===== config.mk =====
export PLATFORM = sky130hd
export DESIGN_NAME = mem_arbiter
export DESIGN_NICKNAME = d
export VERILOG_FILES = /design/src/rtl/mem_arbiter_pkg.sv /design/src/rtl/mem_arbiter_rr_pick.sv /design/src/rtl/mem_arbiter.sv
export SDC_FILE = /design/constraint.sdc
export NUM_CORES = 1
export LEC_CHECK = 0
export ABC_AREA = 0
export ABC_CLOCK_PERIOD_IN_PS = 9750
export BUFFER_PORTS_ARGS = -buffer_cell sky130_fd_sc_hd__buf_2
export CORE_MARGIN = 2
export CORE_UTILIZATION = 35
export CTS_CLUSTER_DIAMETER = 80
export DETAILED_ROUTE_END_ITERATION = 12
export MAX_ROUTING_LAYER = met4
export PLACE_DENSITY = 0.66
export SYNTH_ARGS = -nofsm -noshare
export SYNTH_HDL_FRONTEND = slang
export SYNTH_SLANG_ARGS = --single-unit
export TNS_END_PERCENT = 20

===== constraint.sdc =====
create_clock -name clk -period 9.75 [get_ports clk]
set_input_delay 0.975 -clock clk [delete_from_list [all_inputs] [get_ports clk]]
set_output_delay 0.975 -clock clk [all_outputs]
set_load 0.005 [all_outputs]

===== src/rtl/mem_arbiter_pkg.sv =====
// Shared definitions for the memory arbiter: FSM states, memory func codes,
// default sizing and a one-hot decode helper.
package mem_arbiter_pkg;

    typedef enum logic [1:0] {
        ST_IDLE     = 2'd0,
        ST_ISSUE    = 2'd1,
        ST_BUSY     = 2'd2,
        ST_COMPLETE = 2'd3
    } arb_state_t;

    localparam logic [1:0] FUNC_NOP   = 2'b00;
    localparam logic [1:0] FUNC_READ  = 2'b01;
    localparam logic [1:0] FUNC_WRITE = 2'b10;
    localparam logic [1:0] FUNC_COPY  = 2'b11;

    localparam int DEFAULT_NREQ   = 5;
    localparam int DEFAULT_ADDR_W = 10;
    localparam int DEFAULT_DATA_W = 16;

    // Index of the set bit of a one-hot vector (up to 32 clients); 0 when empty.
    function automatic int onehot_to_idx(input logic [31:0] v);
        int idx = 0;
        for (int i = 0; i < 32; i++) begin
            if (v[i]) idx = i;
        end
        return idx;
    endfunction

endpackage


===== src/rtl/mem_arbiter_rr_pick.sv =====
// Combinational round-robin picker: first requester strictly after 'pointer',
// wrapping modulo NREQ.
module rr_pick
    import mem_arbiter_pkg::*;
#(
    parameter int NREQ = DEFAULT_NREQ,
    parameter int PW   = (NREQ > 1) ? $clog2(NREQ) : 1
) (
    input  logic [NREQ-1:0] req,
    input  logic [PW-1:0]   pointer,
    output logic [NREQ-1:0] winner,
    output logic            valid
);

    // rot_idx[k] is the client examined k-th in priority order.
    logic [PW-1:0] rot_idx [NREQ];

    genvar gi;
    generate
        for (gi = 0; gi < NREQ; gi++) begin : g_rot
            assign rot_idx[gi] = PW'((32'(pointer) + 32'(gi) + 32'd1) % 32'(NREQ));
        end
    endgenerate

    always_comb begin
        winner = '0;
        valid  = 1'b0;
        for (int i = 0; i < NREQ; i++) begin
            if (!valid && req[rot_idx[i]]) begin
                winner[rot_idx[i]] = 1'b1;
                valid              = 1'b1;
            end
        end
    end

endmodule


===== src/rtl/mem_arbiter.sv =====
// Round-robin arbiter that serialises client transactions onto the single
// memory_unit execute/is_ready port, with per-client lock and a busy watchdog.
module mem_arbiter
    import mem_arbiter_pkg::*;
#(
    parameter int NREQ    = DEFAULT_NREQ,
    parameter int ADDR_W  = DEFAULT_ADDR_W,
    parameter int DATA_W  = DEFAULT_DATA_W,
    parameter int TIMEOUT = 1023
) (
    input  logic                   clk,
    input  logic                   rst,
    input  logic [NREQ-1:0]        req,
    input  logic [NREQ-1:0]        lock,
    input  logic [2*NREQ-1:0]      req_func,
    input  logic [ADDR_W*NREQ-1:0] req_addr1,
    input  logic [ADDR_W*NREQ-1:0] req_addr2,
    input  logic [DATA_W*NREQ-1:0] req_wdata,
    output logic [NREQ-1:0]        grant,
    output logic [NREQ-1:0]        ack,
    output logic                   err,
    output logic [DATA_W-1:0]      rd_data1,
    output logic [DATA_W-1:0]      rd_data2,
    output logic [1:0]             mem_func,
    output logic                   mem_execute,
    output logic [ADDR_W-1:0]      mem_addr1,
    output logic [ADDR_W-1:0]      mem_addr2,
    output logic [DATA_W-1:0]      mem_wdata,
    input  logic                   mem_ready,
    input  logic [DATA_W-1:0]      mem_rdata1,
    input  logic [DATA_W-1:0]      mem_rdata2
);

    localparam int PW  = (NREQ > 1) ? $clog2(NREQ) : 1;
    localparam int WDW = $clog2(TIMEOUT + 1);

    // Per-client views of the flattened command buses.
    logic [1:0]        func_arr  [NREQ];
    logic [ADDR_W-1:0] addr1_arr [NREQ];
    logic [ADDR_W-1:0] addr2_arr [NREQ];
    logic [DATA_W-1:0] wdata_arr [NREQ];

    genvar gi;
    generate
        for (gi = 0; gi < NREQ; gi++) begin : g_unpack
            assign func_arr[gi]  = req_func[2*gi +: 2];
            assign addr1_arr[gi] = req_addr1[ADDR_W*gi +: ADDR_W];
            assign addr2_arr[gi] = req_addr2[ADDR_W*gi +: ADDR_W];
            assign wdata_arr[gi] = req_wdata[DATA_W*gi +: DATA_W];
        end
    endgenerate

    arb_state_t        state_reg, state_next;
    logic [NREQ-1:0]   grant_reg, grant_next;
    logic [PW-1:0]     ptr_reg, ptr_next;
    logic              pinned_reg, pinned_next;
    logic [WDW-1:0]    wd_reg, wd_next;
    logic              fell_reg, fell_next;
    logic              err_reg, err_next;
    logic [1:0]        func_reg, func_next;
    logic [ADDR_W-1:0] addr1_reg, addr1_next;
    logic [ADDR_W-1:0] addr2_reg, addr2_next;
    logic [DATA_W-1:0] wdata_reg, wdata_next;
    logic [DATA_W-1:0] rd1_reg, rd1_next;
    logic [DATA_W-1:0] rd2_reg, rd2_next;

    logic [NREQ-1:0] pick_winner;
    logic            pick_valid;
    logic [PW-1:0]   pick_idx;
    logic [PW-1:0]   owner_idx;

    rr_pick #(.NREQ(NREQ), .PW(PW)) u_pick (
        .req     (req),
        .pointer (ptr_reg),
        .winner  (pick_winner),
        .valid   (pick_valid)
    );

    assign pick_idx  = PW'(onehot_to_idx(32'(pick_winner)));
    assign owner_idx = PW'(onehot_to_idx(32'(grant_reg)));

    always_comb begin
        state_next  = state_reg;
        grant_next  = grant_reg;
        ptr_next    = ptr_reg;
        pinned_next = pinned_reg;
        wd_next     = wd_reg;
        fell_next   = fell_reg;
        err_next    = err_reg;
        func_next   = func_reg;
        addr1_next  = addr1_reg;
        addr2_next  = addr2_reg;
        wdata_next  = wdata_reg;
        rd1_next    = rd1_reg;
        rd2_next    = rd2_reg;

        case (state_reg)
            ST_IDLE: begin
                if (pinned_reg && req[owner_idx]) begin
                    // Locked owner keeps the grant; it only waits for memory.
                    if (mem_ready) begin
                        func_next  = func_arr[owner_idx];
                        addr1_next = addr1_arr[owner_idx];
                        addr2_next = addr2_arr[owner_idx];
                        wdata_next = wdata_arr[owner_idx];
                        state_next = ST_ISSUE;
                    end
                end else begin
                    // Owner dropped req (or none pinned): normal round-robin.
                    pinned_next = 1'b0;
                    grant_next  = '0;
                    if (mem_ready && pick_valid) begin
                        grant_next = pick_winner;
                        func_next  = func_arr[pick_idx];
                        addr1_next = addr1_arr[pick_idx];
                        addr2_next = addr2_arr[pick_idx];
                        wdata_next = wdata_arr[pick_idx];
                        state_next = ST_ISSUE;
                    end
                end
            end
            ST_ISSUE: begin
                fell_next  = !mem_ready;
                wd_next    = '0;
                err_next   = 1'b0;
                state_next = ST_BUSY;
            end
            ST_BUSY: begin
                if (!mem_ready) fell_next = 1'b1;
                if (fell_reg && mem_ready) begin
                    rd1_next   = mem_rdata1;
                    rd2_next   = mem_rdata2;
                    state_next = ST_COMPLETE;
                end else if (wd_reg == WDW'(TIMEOUT - 1)) begin
                    err_next   = 1'b1;
                    state_next = ST_COMPLETE;
                end else begin
                    wd_next = wd_reg + 1'b1;
                end
            end
            ST_COMPLETE: begin
                ptr_next = owner_idx;
                wd_next  = '0;
                if (lock[owner_idx] && req[owner_idx]) begin
                    pinned_next = 1'b1;
                end else begin
                    pinned_next = 1'b0;
                    grant_next  = '0;
                end
                state_next = ST_IDLE;
            end
            default: state_next = ST_IDLE;
        endcase
    end

    always_ff @(posedge clk) begin
        if (rst) begin
            state_reg  <= ST_IDLE;
            grant_reg  <= '0;
            ptr_reg    <= PW'(NREQ - 1);
            pinned_reg <= 1'b0;
            wd_reg     <= '0;
            fell_reg   <= 1'b0;
            err_reg    <= 1'b0;
            func_reg   <= '0;
            addr1_reg  <= '0;
            addr2_reg  <= '0;
            wdata_reg  <= '0;
            rd1_reg    <= '0;
            rd2_reg    <= '0;
        end else begin
            state_reg  <= state_next;
            grant_reg  <= grant_next;
            ptr_reg    <= ptr_next;
            pinned_reg <= pinned_next;
            wd_reg     <= wd_next;
            fell_reg   <= fell_next;
            err_reg    <= err_next;
            func_reg   <= func_next;
            addr1_reg  <= addr1_next;
            addr2_reg  <= addr2_next;
            wdata_reg  <= wdata_next;
            rd1_reg    <= rd1_next;
            rd2_reg    <= rd2_next;
        end
    end

    assign grant       = grant_reg;
    assign ack         = (state_reg == ST_COMPLETE) ? grant_reg : '0;
    assign err         = (state_reg == ST_COMPLETE) && err_reg;
    assign rd_data1    = rd1_reg;
    assign rd_data2    = rd2_reg;
    assign mem_execute = (state_reg == ST_ISSUE);
    assign mem_func    = func_reg;
    assign mem_addr1   = addr1_reg;
    assign mem_addr2   = addr2_reg;
    assign mem_wdata   = wdata_reg;

endmodule


== After elaboration in Yosys (flattened, before gate mapping) ==
Index checks and enable logic that the tools add are counted.
W data, S select, Z words.
Cells by class
  equal/unequal tests: 14
  div/mod/pow operators: 5
  multiplexer cells: 100
  order comparisons: 13
  reduce and logical (&&, ||, !) cells: 33
  bitwise gates (word level): 6
  $add $sub $neg: 9
Operator list (count)
  $mod A32 B3 Y32 const B: 5
  $mux W10: 16
  $add A32 B1 Y32 const B: 4
  $bmux W10 S3: 4
  $mux W16: 7
  $bmux W16 S3: 2
  $mux W5: 9
  $lt A3 B4 Y1 const B: 6
  $mux W1: 24
  $mux W2: 12
  $bmux W1 S3: 7
  $or A5 B5 Y5: 4
  $pmux W10 S2: 1
  $mux W3: 6
  $demux W1 S3: 5
  $ge A3 B1 Y1 const B: 5
  $reduce_and A3 Y1: 5
  $logic_and A1 B1 Y1: 14
  $ne A2 B2 Y1 const B: 7
  $bmux W2 S3: 2
  $add A10 B1 Y10 const B: 1
  $eq A10 B10 Y1 const B: 1
  $pmux W5 S2: 1
  $ne A3 B3 Y1 const B: 3
  14 further kinds: 29
Storage, ports and cells
  logic and storage cells: 193
  output and inout bits: 82
  flip-flop bits (word level): 93

== Depth between registers and ports, before layout ==
  depth after elaboration: 27
  gate-level depth with buffers: 37

== By module ==
Synthesis repeated with hierarchy kept, for this count alone.
Second synthesis, totals
  cells, all modules: 1220
  area total of the unflattened synthesis: 9053.7 um^2
By module, submodules not included
  mem_arbiter: times used 1, cells each 923, area an instance 6991.7 um^2, seq. area each 1861.8 um^2
  rr_pick: times used 1, cells each 297, area an instance 2062.0 um^2, seq. area each 0.0 um^2

== Worst setup path after synthesis ==
OpenSTA, ideal clock, no wires.
  path type: register to register
  from: register ptr_reg[0]
  to: register addr2_reg[0], in the netlist mem_addr2[0]
  path buffers: 11
  slack: 2.199 ns
  cell stages (with the launch flop): 37
  period minus slack after synthesis: 7.551 ns
  data required time: 9.626 ns
  arrival: 7.427 ns
  path through: dfxtp_1 -> buf_4 -> buf_6 -> buf_2 -> buf_1 -> clkbuf_1 -> clkbuf_1 -> inv_1 -> ha_1 -> buf_2 -> or2_1 -> clkbuf_1 -> nor2_1 -> xnor2_1 -> inv_1 -> ha_1 -> or3_1 -> a21o_1 -> inv_1 -> ha_1 -> o21ai_0 -> o21ai_0 -> o22ai_2 -> xnor2_1 -> ha_1 -> clkbuf_1 -> o21ai_0 -> nand3_1 -> o221ai_1 -> a211oi_2 -> o2bb2ai_1 -> o211ai_1 -> buf_4 -> buf_2 -> mux2_2 -> o211ai_1 -> a21oi_1
Between the ends
  cells in the longest elaborated chain, start to end: 27
RTL lines
  start, declared: RTL line mem_arbiter.sv:55  | logic [PW-1:0] ptr_reg, ptr_next;
  start signal, assigned: RTL line mem_arbiter.sv:160  | ptr_reg <= PW'(NREQ - 1);
  start signal, assigned: RTL line mem_arbiter.sv:174  | ptr_reg <= ptr_next;
  parallel branches: the longest is 27 deep, another holds $add A32 B1 Y32
  end signal, assigned: RTL line mem_arbiter.sv:181  | addr2_reg <= addr2_next;
  end, declared: RTL line mem_arbiter.sv:62  | logic [ADDR_W-1:0] addr2_reg, addr2_next;
Parallel ways; which one is timed is not known. The select of a mux whose other input is x is not followed.
A chain may end at the register's enable or synchronous reset.

== Worst setup path in the final report ==
  from: register ptr_reg[2]
  to: register addr2_reg[0], in the netlist mem_addr2[0]
The elaborated chain is that of the path after synthesis.

==> results.toml <==
[drt]
drtIter0Drc = 865
vias_per_cell = 6.049
drc = 0
ant_nets = 0
post_drt_wl_per_cell_um = 19.75
num_vias = 11323
drtPass1Iterations = 6
routed_wl_mm = 36.97

[power]
comb_power_share_pct = 57.4
ir_drop_mv = 0.1136
p_leak_nw = 4.764
p_int_mw = 1.125
power_density_nw_per_um2 = 181.5
swShare_pct = 46.09
sequentialPowerShare_pct = 25.1
power.share.clock_pct = 17.5
switchingPower_mw = 0.9616

[yosys]
ys_seq_area_share_pct = 19.53
synth.largest_area_cell = "dfxtp_1"
ys_ff_latch = 93
synth.distinct_cells = 101
synthFlopType = "dfxtp_1"
synthTopCellsByArea = "dfxtp_1 20%, a21oi_1 7.4%, nand2_1 7.0%"
synth_edf_count = 0
synth_area_um2 = 9533
yosysTopAreaCellShare_pct = 19.53
synth_common_cells = "179 x nand2_1, 140 x a21oi_1, 93 x dfxtp_1, 86 x nor2_1, 77 x clkbuf_1"
synthCells = 1293
async_flop_share_pct = 0
synth_most_common_cell = "nand2_1"
avgSynthCellArea_um2 = 7.373
syn_nets = 1568
yosys_warnings = 0

[job]
maxCapViolations = 0

[timing]
setup_violations = 0
hold_viol = 0
max_freq_mhz = 135.7
rsz0062_at_grt = "no"
slew_viol_final = 0
worst_pin_slew_ns = 1.203
min_period_ns = 7.369
max-slew-margin-rel_pct = 19.69
fin_setup_tns_ns = 0
whs_ns = 0.4519
fin_crit_sh_pct = 75.58
skew_ns = 0.01106

[setup_path]
r2r-start = "ptr_reg[2]"
crit_path_end_kind = "register"
critPathLaunch = "ptr_reg[2]"
critPathLaunchType = "register"
cp_max_fo = 34
cp_data_arrival_time_ns = 7.66
required_ns = 10.04
crit_type = "reg -> reg"

[global_route]
gr-total-overflow = 0
grt_pass1_wl_mm = 55.71
grt_pass1_vias = 10342
track_usage_pct = 24.91
antenna_found_initial = 4
grt_max_degree = 59

[clock_network]
clkSlewWorstSetupHoldPaths_ns = 0.07
cts_buffer_depth = 2
cts_buffers = 9
clkLatencyLatePin_ns = 0.36
tritoncts = "done"
postCtsHoldBufs = 0
h-tree-depth = 3
cts_resized = 0
postCtsSetupBuffers = 0
clock_sinks = 93
cts-root-buf = "clkbuf_16"

[die]
ios = 317
die_w_um = 169.0
core_area_um2 = 26880
initial_core_util_pct = 35.47
dieArea_um2 = 28570
row_count = 60
die_h_um = 169.0

[final_layout]
drive_above_1_share_pct = 28.77
nNetsFinal = 1796
final_util_pct = 42.76
syn_to_final_growth_pct = 20.55

[worst_hold_path]
hold_class = "reg -> reg"
min_from = "rd_data1[7]"

[place]
dpl.hpwl_mm = 27.03
gp_congestion = 0.9359
port_buffers = 316

[outcome]
status = "complete, no violations"
per-stage QoR:
stage          total power [mW]  cell area, um2  setup slack (ns)  instances
2_1_floorplan             1.348            9533             2.199       1293
3_3_place_gp              1.685           11180             2.793       1851
3_5_place_dp              1.703           11180             2.480       1851
4_1_cts                   2.074           11480             2.471       1867
5_1_grt                   2.217           11490             1.701       1871
6_report                  2.086           11490             2.381       1872
cells in the final DEF (no fill, tap or decap), types with 24 or more instances in the layout:
cell type,synthesis,routed
ha_1,40,40
o21ai_0,71,71
a21oi_1,140,137
a21o_1,27,27
a211oi_1,24,24
nand2_1,179,179
a221oi_1,27,27
nand3_1,24,24
mux2_2,34,34
a311oi_1,29,29
nor2_1,86,85
o211ai_1,30,30
dfxtp_1,93,90
mux2i_1,26,26
buf_2,20,316
inv_1,41,41
path summary, 6_finish.rpt:
| check | endpoint | slack, ns | cells past startpoint |
|---|---|---|---|
| worst min-delay path | rd_data1[7] | 0.45 | 2 |
| worst min register to register | rd_data1[7] | 0.45 | 2 |
| worst max register to register | mem_addr2[0] | 2.38 | 26 |
| worst max-delay path | mem_addr2[0] | 2.38 | 26 |
per-layer routing:
metal | GRT usage, % | routed length (um) | share of wire, %
met1 | 31.19 | 15450 | 42
met2 | 40.91 | 17720 | 48
met3 | 3.624 | 2780 | 7.5
met4 | 9.067 | 1017 | 2.8
met5 | - | 0 | 0
cells by family (layout without fill, tap and decap cells):
family | count (synthesis) | count (layout) | synth area share (%)
AOI/OAI and AO/OA | 506 | 506 | 37.59
and+or+nand+nor | 410 | 410 | 20.30
buffers and inverters | 160 | 393 | 7.088
DFF | 93 | 93 | 19.53
muxes | 66 | 66 | 8.164
adders and majority gates | 40 | 40 | 5.250
xor gates and xnor gates | 18 | 18 | 2.074
other | 0 | 5 | 0
critical path, cell delays in order, from the launching register on:
cell,delay (ns)
dfxtp_1,0.31
buf_4,0.25
ha_1,0.47
inv_1,0.11
ha_1,0.32
xnor2_1,0.30
inv_1,0.10
ha_1,0.18
or3_1,0.35
a21o_1,0.23
inv_1,0.11
ha_1,0.21
o21ai_0,0.13
o21ai_0,0.23
o22ai_2,0.15
xnor2_1,0.37
ha_1,0.40
nand2_1,0.10
o21ai_0,0.10
nand3_1,0.10
o221ai_1,0.14
a211oi_2,0.42
a31oi_1,0.21
o221ai_4,0.86
o21a_1,0.74
a221oi_1,0.20
a21oi_1,0.18
final cells by class:
cell class / instances / area, um2
Timing Repair Buffer: 332 / 1702
Multi-Input combinational cell: 1040 / 7017
Inverter: 45 / 168.9
Fill cell: 2825 / 15380
Sequential cell: 93 / 1866
Clock inverter: 7 / 75.07
Clock buffer: 9 / 225.2
Tap cell: 341 / 426.7
Antenna cell: 5 / 12.51
power by group through the flow:
stage	logic, mW	registers (mW)	clock network (mW)
after global routing	1.30	0.529	0.387
after floorplan	0.833	0.515	0
after global placement	1.16	0.529	0
after CTS	1.18	0.520	0.374
final	1.20	0.523	0.365
after detailed placement	1.18	0.527	0
Power figures use the tool's default switching activity.
